**src/rtl/uart_receiver_if.sv**
```systemverilog
// Signal bundle between the oversampling receiver and its host.
// The host (master) drives the tick, the enable and the line; the receiver (slave) returns the frame results.
interface uart_receiver_if;
    logic       Rx_sample_ENABLE;
    logic       Rx_EN;
    logic       RxD;
    logic [7:0] Rx_DATA;
    logic       Rx_VALID;
    logic       Rx_PERROR;
    logic       Rx_FERROR;
    logic       Rx_BUSY;

    modport master (
        output Rx_sample_ENABLE, Rx_EN, RxD,
        input  Rx_DATA, Rx_VALID, Rx_PERROR, Rx_FERROR, Rx_BUSY
    );

    modport slave (
        input  Rx_sample_ENABLE, Rx_EN, RxD,
        output Rx_DATA, Rx_VALID, Rx_PERROR, Rx_FERROR, Rx_BUSY
    );
endinterface

```
**src/rtl/uart_receiver.sv**
```systemverilog
// Oversampling 8E1 UART receiver; define RX_MAJORITY_VOTE_EN for 2-of-3 voting around mid-bit.
// state | meaning: IDLE wait start edge, START validate start, DATA 8 bits, PARITY parity bit, STOP stop bit.
module uart_receiver #(
    parameter int SAMPLES_PER_BIT = 16
) (
    input logic            clk,
    input logic            reset,
    uart_receiver_if.slave rx
);
    localparam int CW = $clog2(SAMPLES_PER_BIT);
    typedef logic [CW-1:0] cnt_t;

    localparam cnt_t M    = cnt_t'(SAMPLES_PER_BIT / 2 - 1);
    localparam cnt_t LAST = cnt_t'(SAMPLES_PER_BIT - 1);
`ifdef RX_MAJORITY_VOTE_EN
    localparam cnt_t D    = cnt_t'(SAMPLES_PER_BIT / 2);
`else
    localparam cnt_t D    = M;
`endif

    if (SAMPLES_PER_BIT < 8 || (SAMPLES_PER_BIT % 2) != 0) begin : g_bad_param
        $error("SAMPLES_PER_BIT must be even and at least 8");
    end

    typedef enum logic [2:0] {
        IDLE   = 3'd0,
        START  = 3'd1,
        DATA   = 3'd2,
        PARITY = 3'd3,
        STOP   = 3'd4
    } state_t;

    state_t     state_q;
    cnt_t       cnt_q;
    logic [2:0] idx_q;
    logic       rxd_meta_q;
    logic       rxd_sync_q;
    logic [7:0] shift_q;
    logic       par_q;
    logic [7:0] data_q;
    logic       valid_q;
    logic       perr_q;
    logic       ferr_q;
    logic       busy_q;
    logic       bit_val;

`ifdef RX_MAJORITY_VOTE_EN
    logic vote_a_q;
    logic vote_b_q;

    always_comb begin
        bit_val = (vote_a_q & vote_b_q) | (vote_a_q & rxd_sync_q) | (vote_b_q & rxd_sync_q);
    end
`else
    always_comb begin
        bit_val = rxd_sync_q;
    end
`endif

    always_ff @(posedge clk or negedge reset) begin
        if (!reset) begin
            state_q    <= IDLE;
            cnt_q      <= '0;
            idx_q      <= '0;
            rxd_meta_q <= 1'b1;
            rxd_sync_q <= 1'b1;
            shift_q    <= '0;
            par_q      <= 1'b0;
            data_q     <= '0;
            valid_q    <= 1'b0;
            perr_q     <= 1'b0;
            ferr_q     <= 1'b0;
            busy_q     <= 1'b0;
`ifdef RX_MAJORITY_VOTE_EN
            vote_a_q   <= 1'b1;
            vote_b_q   <= 1'b1;
`endif
        end else begin
            rxd_meta_q <= rx.RxD;
            rxd_sync_q <= rxd_meta_q;
            valid_q    <= 1'b0;

            if (!rx.Rx_EN) begin
                state_q <= IDLE;
                cnt_q   <= '0;
                idx_q   <= '0;
                busy_q  <= 1'b0;
            end else if (rx.Rx_sample_ENABLE) begin
`ifdef RX_MAJORITY_VOTE_EN
                if (cnt_q == M - cnt_t'(1)) vote_a_q <= rxd_sync_q;
                if (cnt_q == M)             vote_b_q <= rxd_sync_q;
`endif
                case (state_q)
                    IDLE: begin
                        if (!rxd_sync_q) begin
                            state_q <= START;
                            cnt_q   <= '0;
                            idx_q   <= '0;
                            busy_q  <= 1'b1;
                        end
                    end
                    START: begin
                        if (cnt_q == D && bit_val) begin
                            state_q <= IDLE;
                            cnt_q   <= '0;
                            busy_q  <= 1'b0;
                        end else if (cnt_q == LAST) begin
                            state_q <= DATA;
                            cnt_q   <= '0;
                            idx_q   <= '0;
                        end else begin
                            cnt_q <= cnt_q + cnt_t'(1);
                        end
                    end
                    DATA: begin
                        if (cnt_q == D) shift_q[idx_q] <= bit_val;
                        if (cnt_q == LAST) begin
                            cnt_q <= '0;
                            if (idx_q == 3'd7) state_q <= PARITY;
                            else               idx_q   <= idx_q + 3'd1;
                        end else begin
                            cnt_q <= cnt_q + cnt_t'(1);
                        end
                    end
                    PARITY: begin
                        if (cnt_q == D) par_q <= bit_val;
                        if (cnt_q == LAST) begin
                            state_q <= STOP;
                            cnt_q   <= '0;
                        end else begin
                            cnt_q <= cnt_q + cnt_t'(1);
                        end
                    end
                    STOP: begin
                        // Finish at the stop-bit decision so a following start edge is not missed.
                        if (cnt_q == D) begin
                            data_q  <= shift_q;
                            perr_q  <= (^shift_q) ^ par_q;
                            ferr_q  <= ~bit_val;
                            valid_q <= 1'b1;
                            state_q <= IDLE;
                            cnt_q   <= '0;
                            busy_q  <= 1'b0;
                        end else begin
                            cnt_q <= cnt_q + cnt_t'(1);
                        end
                    end
                    default: begin
                        state_q <= IDLE;
                        cnt_q   <= '0;
                        busy_q  <= 1'b0;
                    end
                endcase
            end
        end
    end

    assign rx.Rx_DATA   = data_q;
    assign rx.Rx_VALID  = valid_q;
    assign rx.Rx_PERROR = perr_q;
    assign rx.Rx_FERROR = ferr_q;
    assign rx.Rx_BUSY   = busy_q;
endmodule

```
**src/flat_wrapper.sv**
```systemverilog
// flat-port wrapper written by rule: the top's interface ports become plain ports
module uart_receiver_flat 
#(
    parameter int SAMPLES_PER_BIT = 16
)
  (clk, reset, rx_Rx_sample_ENABLE, rx_Rx_EN, rx_RxD, rx_Rx_DATA, rx_Rx_VALID, rx_Rx_PERROR, rx_Rx_FERROR, rx_Rx_BUSY);
  uart_receiver_if rx_i ();
  input logic clk;
  input logic reset;
  input wire logic [$bits(rx_i.Rx_sample_ENABLE)-1:0] rx_Rx_sample_ENABLE;
  input wire logic [$bits(rx_i.Rx_EN)-1:0] rx_Rx_EN;
  input wire logic [$bits(rx_i.RxD)-1:0] rx_RxD;
  output wire logic [$bits(rx_i.Rx_DATA)-1:0] rx_Rx_DATA;
  output wire logic [$bits(rx_i.Rx_VALID)-1:0] rx_Rx_VALID;
  output wire logic [$bits(rx_i.Rx_PERROR)-1:0] rx_Rx_PERROR;
  output wire logic [$bits(rx_i.Rx_FERROR)-1:0] rx_Rx_FERROR;
  output wire logic [$bits(rx_i.Rx_BUSY)-1:0] rx_Rx_BUSY;
  assign rx_i.Rx_sample_ENABLE = rx_Rx_sample_ENABLE;
  assign rx_i.Rx_EN = rx_Rx_EN;
  assign rx_i.RxD = rx_RxD;
  assign rx_Rx_DATA = rx_i.Rx_DATA;
  assign rx_Rx_VALID = rx_i.Rx_VALID;
  assign rx_Rx_PERROR = rx_i.Rx_PERROR;
  assign rx_Rx_FERROR = rx_i.Rx_FERROR;
  assign rx_Rx_BUSY = rx_i.Rx_BUSY;
  uart_receiver #(.SAMPLES_PER_BIT(SAMPLES_PER_BIT)) u_core (.clk(clk), .reset(reset), .rx(rx_i));
endmodule
```
**config.mk**
```make
export PLATFORM = sky130hd
export DESIGN_NAME = uart_receiver_flat
export DESIGN_NICKNAME = d
export VERILOG_FILES = /design/src/rtl/uart_receiver_if.sv /design/src/rtl/uart_receiver.sv /design/src/flat_wrapper.sv
export SDC_FILE = /design/constraint.sdc
export NUM_CORES = 1
export LEC_CHECK = 0
export ABC_AREA = 1
export BUFFER_PORTS_ARGS = -buffer_cell sky130_fd_sc_hd__buf_2
export CORE_MARGIN = 4
export CORE_UTILIZATION = 50
export DETAILED_ROUTE_END_ITERATION = 8
export GPL_TIMING_DRIVEN = 0
export PLACE_DENSITY = 0.67
export SLEW_MARGIN = 20
export SYNTH_ARGS = -nofsm -noshare
export SYNTH_HDL_FRONTEND = slang
export SYNTH_SLANG_ARGS = --single-unit
```
**constraint.sdc**
```tcl
create_clock -name clk -period 1.7 [get_ports clk]
set_clock_uncertainty 0.2 [all_clocks]
set_input_delay 0.085 -clock clk [delete_from_list [all_inputs] [get_ports clk]]
set_output_delay 0.085 -clock clk [all_outputs]
set_load 0.1 [all_outputs]
```
==> results of run 1 <==
==> worst max-delay path: stages (launching register included) <==
cell and delay (ns):
dfstp_2 0.63, nand4_1 0.23, buf_4 0.20, nand2_1 0.05, nand2_1 0.04, nand2_1 0.07
nand3_2 0.09, nand2_1 0.08, nand2_1 0.05
==> cells by family (layout without fill, tap and decap cells) <==
group,count (synthesis),in the layout
buffers and inverters,36,69
flip-flops,33,33
XOR/XNOR,1,1
AND/OR/NAND/NOR,150,150
adder cells (fa/ha/maj),3,3
AO/OA/AOI/OAI,29,29
==> through the flow <==
stage / total power, mW / instance area (µm²) / cells
after floorplan: 1.63 / 1910 / 252
after global placement: 1.77 / 2050 / 315
after detailed placement: 1.78 / 2050 / 315
after CTS: 2.35 / 2180 / 328
after global routing: 2.61 / 2290 / 333
final: 2.43 / 2290 / 333
==> registers in the layout, summed over array words and instances, names as in the netlist <==
register	flops
u_core.rx.Rx_DATA	8
u_core.shift_q	8
u_core.cnt_q	4
u_core.idx_q	3
u_core.state_q	3
u_core.bit_val	1
u_core.par_q	1
u_core.rx.Rx_BUSY	1
u_core.rx.Rx_FERROR	1
u_core.rx.Rx_PERROR	1
u_core.rx.Rx_VALID	1
u_core.rxd_meta_q	1
==> metal layers <==
metal	part of all wire, %	vias to the layer above	global-route usage [%]
li1	-	856	-
met1	51	707	22.5
met2	43	21	24.7
met3	3.6	7	3.77
met4	1.6	0	5.11
met5	0	-	0
==> power groups by stage <==
stage / registers, mW / logic [mW] / clock network (mW)
floorplan: 1.04 / 0.587 / 0
global placement: 0.916 / 0.857 / 0
detailed placement: 0.917 / 0.861 / 0
CTS: 0.903 / 0.874 / 0.577
global route: 0.915 / 1.08 / 0.607
finish: 0.904 / 0.972 / 0.552
==> worst paths after layout <==
kind                                   start                    to  slack [ns]  depth (start not counted)
max in group asynchronous              reset  u_core.rx.Rx_DATA[2]        0.64                          2
hold reg to reg            u_core.rxd_meta_q        u_core.bit_val        0.16                          0
min in group asynchronous              reset     u_core.rx.Rx_BUSY        0.19                          2
hold / removal                      rx_Rx_EN     u_core.rx.Rx_BUSY        0.01                          4
setup / recovery              u_core.bit_val     u_core.state_q[0]       -0.05                          8
setup reg to reg              u_core.bit_val     u_core.state_q[0]       -0.05                          8
==> Yosys cell counts <==
| cell type | n | area share (%) |
|---|---|---|
| nand2_1 | 90 | 18 |
| dfrtp_1 | 31 | 41 |
| inv_1 | 23 | 4.5 |
| o21ai_1 | 21 | 5.5 |
| nand3_1 | 19 | 5.0 |
| nor2_1 | 19 | 3.7 |
| inv_2 | 11 | 2.2 |
| nor2_4 | 7 | 4.1 |
| a21oi_1 | 5 | 1.3 |
| ha_1 | 3 | 2.0 |
| nand2_4 | 3 | 1.8 |
| o21ai_2 | 3 | 1.4 |
| buf_4 | 2 | 0.79 |
| dfstp_2 | 2 | 2.7 |
| nand2_8 | 2 | 2.1 |
| nand4_1 | 2 | 0.65 |
| nor2_2 | 2 | 0.65 |
| nand2_2 | 1 | 0.33 |
| nand3_2 | 1 | 0.52 |
| nor3_1 | 1 | 0.26 |
| nor3_2 | 1 | 0.52 |
| nor3_4 | 1 | 0.85 |
| or2_4 | 1 | 0.46 |
| xor2_1 | 1 | 0.46 |
==> cell type report <==
| type | count | area (µm²) | area share, % |
|---|---|---|---|
| clock inverter | 2 | 10.0 | 0.437 |
| multi-input combinational | 183 | 1010 | 44.0 |
| tap | 48 | 60.1 | 2.62 |
| timing repair buffer | 25 | 155 | 6.78 |
| sequential | 33 | 828 | 36.2 |
| clock buffer | 6 | 72.6 | 3.17 |
| buffer | 2 | 18.8 | 0.820 |
| inverter | 34 | 138 | 6.01 |
==> timing repair <==
item / in CTS / in global routing
pin swaps: 2 / 10
setup endpoints to repair: 13 / 28
gates resized for setup: 2 / 23
hold buffers: 2 / 0
hold endpoints to repair: 32 / 0
buffers inserted: 3 / 5
==> summary.md, run 1 <==
| Metric | Value |
|---|---|
| Status | complete, but fails checks |
| Failing checks | setup timing |
| Max Buffers Root-to-Sink | 2 |
| Routed via count | 1591 |
| Worst Setup Start Kind | register |
| Sequential share of power | approximately 37% |
| Switch share | 40.9% |
| Final antenna diode count | 0 |
| I/O pin cnt | 17 |
| Synthesized cell area | about 1900 µm² |
| Leak | 1.16 nW |
| Mean Syn Cell Area | 7.59 µm² |
| Max Cap Viol | 0 |
| Register bit total from synthesis | 33 |
| Synth Area in Adders | around 2.0% |
| Hold WS | roughly 0.013 ns |
| Effective utilization at floorplan | 51.8% |
| Final min period | around 1.8 ns |
| Number of global-route vias before repair | 1490 |
| Crit. End Element | register |
| Post-synthesis simple-gate area fraction | 38.6% |
| GRT Util Overall | 16.1% |
| Worst Tran Pin Value | 0.715 ns |
| Layout area overhead | 19.8% |
| HP Class | in2reg |
| RSZ-0062 raised after global routing | true |
| Routed WL per cell | between 10 and 15 µm |
| Skew-Pair Late Insertion Delay | 0.28 ns |
| Setup Viol. Count Final | 3 |
| Total Wirelength | 3.66 mm |
| Hold Fails Final Rpt | 0 |
| Most frequent cells in the layout | nand2_1, dfrtp_1, inv_1 |
| Pre-CTS WS | -0.0212 ns |
| Die area | 4880 µm² |
| PwrDens | 1060 nW/µm² |
| Row count | 22 |
| Setup ws final | -0.0526 ns |
| Clk pwr share | a little under a quarter |
| Seq/Total Area, Yosys | 43.3% |
| Root Buffer Master | clkbuf_8 |
| Fillers | approximately 340 |
| DR vias/cell | 4.78 |
| Max Fclk | 571 MHz |
| Max FO, Critical Path | 5 |
| Final core occ | 62.1% |
| Global-route wire length before repair | 6.48 mm |
| Hpwl dp | 2.63 mm |
| Synth Net Count | 260 |
| Setup TNS | -0.142 ns |
| Post-route ant nets | 0 |
| Synth unique cells | 24 |
| Vert. Die Dim | 69.8 µm |
| CTS Buf Count | 5 |
| Number of H-tree levels | 2 |
| Mux share of post-synthesis cell area | 0% |
| Largest net degree at the start of global routing | 34 |
| Combinational fraction of design power | 40.0% |
| Largest family of logic cells by synthesized area | simple AND/OR/NAND/NOR gates |
| I/O Buffers | 15 |
| Slew HR | 52.3% |
| Req. time, crit path | 1.67 ns |
| CTS tree | yes |
| Initial antenna violation count | 0 |
| CP Class | reg2reg |
| Pre-antenna DRT Iters | 4 |
| Post-synthesis compound-gate area fraction | 8.18% |
| Reg clk slew, reported paths | 0.06 ns |
| # clock sinks | 33 |
| NetSw | 0.992 mW |
| Commonest non-fill, non-tap cell in the layout | nand2_1 |
| Share of post-route cells with drive strength above 1 | 29.8% |
| Power Internal | 1.44 mW |
| Final worst-path cycle share | 103% |
| Ys Warns | 0 |
| DRT iter0 DRCs | 83 |
| Pins Over Slew Limit | 0 |
| Drt drc | 0 |
| Die width | 69.8 µm |
| Grt ovf | 0 |
| CORE AREA | 3690 µm² |
| Mapped Cells | 252 |
| XOR/XNOR share of the synthesized area | 0.458% |
| WP data arrival | 1.72 ns |
| Nets | 292 |
| VDD IR max | about 0.00073 V |
| Placer Congestion | 0.807 |
(Power assumes the default switching activity.)
==> inputs of run 2 (changes only) <==
--- a/config.mk
+++ b/config.mk
@@ -7,11 +7,12 @@
 export LEC_CHECK = 0
 export ABC_AREA = 1
 export BUFFER_PORTS_ARGS = -buffer_cell sky130_fd_sc_hd__buf_2
+export CELL_PAD_IN_SITES_DETAIL_PLACEMENT = 1
+export CELL_PAD_IN_SITES_GLOBAL_PLACEMENT = 2
 export CORE_MARGIN = 4
-export CORE_UTILIZATION = 50
+export CORE_UTILIZATION = 34
 export DETAILED_ROUTE_END_ITERATION = 8
-export GPL_TIMING_DRIVEN = 0
-export PLACE_DENSITY = 0.67
+export PLACE_DENSITY = 0.76
 export SLEW_MARGIN = 20
 export SYNTH_ARGS = -nofsm -noshare
 export SYNTH_HDL_FRONTEND = slang
==> run 2 against run 1 <==
The run still ends with setup timing left. Clock power is 6.2% higher. Sequential share of layout area is 1.5 points lower. Core utilization is 18 points lower. Worst setup slack better by 0.033 ns. Critical path depth is 2 higher. Combinational power is 7% higher. Maximum frequency is 1.9% higher. Hold slack better by 0.033 ns. Critical path type unchanged. Critical endpoint is now u_core.shift_q[6]. Largest cell class unchanged.
==> summary.md, run 2 (synthesized netlist as in run 1, its figures left out) <==
| Metric | Value |
|---|---|
| CP Class | reg2reg |
| FF-to-FF End | u_core.shift_q[6] |
| Total Wirelength | 4.50 mm (+23%) |
| Pins Over Slew Limit | 0 (unchanged) |
| Switch share | 41.7% (+0.80 points) |
| Worst r2r src | u_core.cnt_q[1] |
| Routed WL per cell | 12.4 µm (+13%) |
| CP Launch Point | u_core.cnt_q[1] |
| Status | complete, but fails checks |
| NetSw | 1.05 mW (+5.8%) |
| CTS Buf Count | 5 (unchanged) |
| I/O Buffers | 16 (+1) |
| Sequential share of power | 35.6% (-1.6 points) |
| Largest net degree at the start of global routing | 34 (unchanged) |
| Hpwl dp | 3.42 mm (+30%) |
| End point of the critical path | u_core.shift_q[6] |
| Nets | 297 (+1.7%) |
| CORE AREA | 5470 µm² (+48%) |
| Reg clk slew, reported paths | 0.07 ns (about the same) |
| Most frequent cells in the layout | nand2_1, dfrtp_1, inv_1 |
| Hold WS | 0.0465 ns (+0.0330 ns) |
| # clock sinks | 33 (unchanged) |
| Final antenna diode count | 0 (unchanged) |
| Fin area | 2390 µm² (+4.3%) |
| Setup ws final | -0.0200 ns (+0.0326 ns) |
| Vert. Die Dim | 83.0 µm (+19%) |
| Placer Congestion | 0.816 (+1.2%) |
| Number of global-route vias before repair | 1678 (+13%) |
| I/O pin cnt | 17 (unchanged) |
| Final worst-path cycle share | 101% (-1.9 points) |
| Clk pwr share | 23.3% (+0.6 points) |
| Row count | 27 (+23%) |
| Final core occ | 43.6% (-18 points) |
| Combinational fraction of design power | 41.1% (+1.1 points) |
| Die area | 6890 µm² (+41%) |
| HP Class | in2reg |
| RSZ-0062 raised after global routing | true |
| CTS tree | yes |
| Die width | 83.0 µm (+19%) |
| Final min period | 1.72 ns (-0.0326 ns) |
| Share of post-route cells with drive strength above 1 | 32.8% (+2.9 points) |
| Commonest non-fill, non-tap cell in the layout | nand2_1 |
| DRT iter0 DRCs | 27 (-67%) |
| Routed via count | 1649 (+3.6%) |
| Failing checks | setup timing |
| DR vias/cell | 4.56 (-4.7%) |
| Leak | 1.17 nW (+1.1%) |
| Layout area overhead | 24.9% |
| Hold Fails Final Rpt | 0 (unchanged) |
| Grt ovf | 0 (unchanged) |
| Worst Setup Start Kind | register |
| Effective utilization at floorplan | 34.9% (-17 points) |
| Skew-Pair Late Insertion Delay | 0.29 ns (about the same) |
| GRT Util Overall | 14.1% (-2.0 points) |
| Slew HR | 67.6% (+15 points) |
| Max FO, Critical Path | 6 (+1) |
| Initial antenna violation count | 0 (unchanged) |
| Max Fclk | 581 MHz (+1.9%) |
| Worst r2r path cells | 10 (+2) |
| Max Buffers Root-to-Sink | 2 (unchanged) |
| Post-route ant nets | 0 (unchanged) |
| Setup Viol. Count Final | 3 (unchanged) |
| Req. time, crit path | 1.67 ns (about the same) |
| Crit. End Element | register |
| Root Buffer Master | clkbuf_8 |
| Pre-antenna DRT Iters | 4 (unchanged) |
| Drt drc | 0 (unchanged) |
| R2R setup slack | -0.02 ns (+0.03 ns) |
| VDD IR max | 0.000495 V (-32%) |
| Worst Tran Pin Value | 0.489 ns (-0.226 ns) |
| Fillers | 700 (+110%) |
| PwrDens | 1060 nW/µm² (-0.46%) |
| Cell Area, Placed | 2160 µm² (+5.4%) |
| Global-route wire length before repair | 7.94 mm (+23%) |
| Pre-CTS WS | -0.0232 ns (-0.00200 ns) |
| Number of H-tree levels | 2 (unchanged) |
| Placed insts | 350 (+11%) |
| Post-Layout Cell Count | 362 (+8.7%) |
| Max Cap Viol | 0 (unchanged) |
| Power Internal | 1.47 mW (+2.4%) |
| WP data arrival | 1.69 ns (-0.03 ns) |
## run 2: changes by cell type in the layout (fill, tap and decap cells not counted), moves of 2 or more
cell | previous run | this run
a21oi_1 | 3 | 5
nand3_2 | 3 | 5
a21oi_2 | 2 | 0
inv_2 | 7 | 9
nand3_4 | 0 | 2
buf_4 | 9 | 13
inv_4 | 4 | 1
nand3_1 | 17 | 13
## run 2: stage by stage
stage	total power, mW	setup TNS, ns
2_1_floorplan	1.63	0
3_3_place_gp	1.89	0
3_5_place_dp	1.89	-0.0479
4_1_cts	2.50	-0.00883
5_1_grt	2.70	-1.66
6_report	2.52	-0.0416
## run 2: layer usage
| metal | global-route usage (%) | share of wire [%] | vias to the layer above |
|---|---|---|---|
| met5 | 0 | 0 | - |
| met4 | 4.46 | 2.0 | 0 |
| met3 | 4.17 | 3.0 | 8 |
| met2 | 20.7 | 44 | 20 |
| met1 | 19.8 | 51 | 756 |
| li1 | - | - | 865 |
## run 2: worst max-delay path, cell delays in order (launching register included)
cell and delay [ns]:
dfrtp_1 0.36, ha_2 0.20, nand2_2 0.07, nor2_2 0.12, inv_2 0.07, nor2_4 0.15, nand2_4 0.09, inv_6 0.10
nand3_2 0.08, nand2_1 0.09, o21ai_1 0.06
## run 2: worst min-delay path by stage
stage                              startpoint                  to  depth (start not counted)
after global routing                 rx_Rx_EN   u_core.rx.Rx_BUSY                          5
after global placement                  reset     u_core.cnt_q[0]                          2
after floorplan                         reset     u_core.cnt_q[0]                          0
final                                rx_Rx_EN   u_core.rx.Rx_BUSY                          4
after CTS                 rx_Rx_sample_ENABLE  u_core.rx.Rx_VALID                          5
after detailed placement                reset     u_core.cnt_q[1]                          2
## run 2: area by class of cell
cell class | instances | area (µm²) | share of cell area, %
multi-input cells | 183 | 1040 | 43.7
flip-flops and latches | 33 | 828 | 34.7
repair buffers | 32 | 209 | 8.75
inverters | 34 | 135 | 5.66
well taps | 72 | 90.1 | 3.77
clock buffers | 6 | 72.6 | 3.04
clock inverters | 2 | 10.0 | 0.419
## run 2: repair_timing
action	4_1_cts	5_1_grt
setup buffers	1	1
endpoints found under the setup margin	10	27
hold buffers	2	0
pin swaps	0	7
resized for setup	2	29
gates cloned	0	0
endpoints found under the hold margin	34	0
## run 2: power groups by stage
stage | sequential [mW] | combinational, mW | clock [mW]
global route | 0.904 | 1.15 | 0.647
floorplan | 1.04 | 0.587 | 0
detailed placement | 0.912 | 0.974 | 0
CTS | 0.895 | 0.997 | 0.606
finish | 0.897 | 1.04 | 0.586
global placement | 0.910 | 0.977 | 0
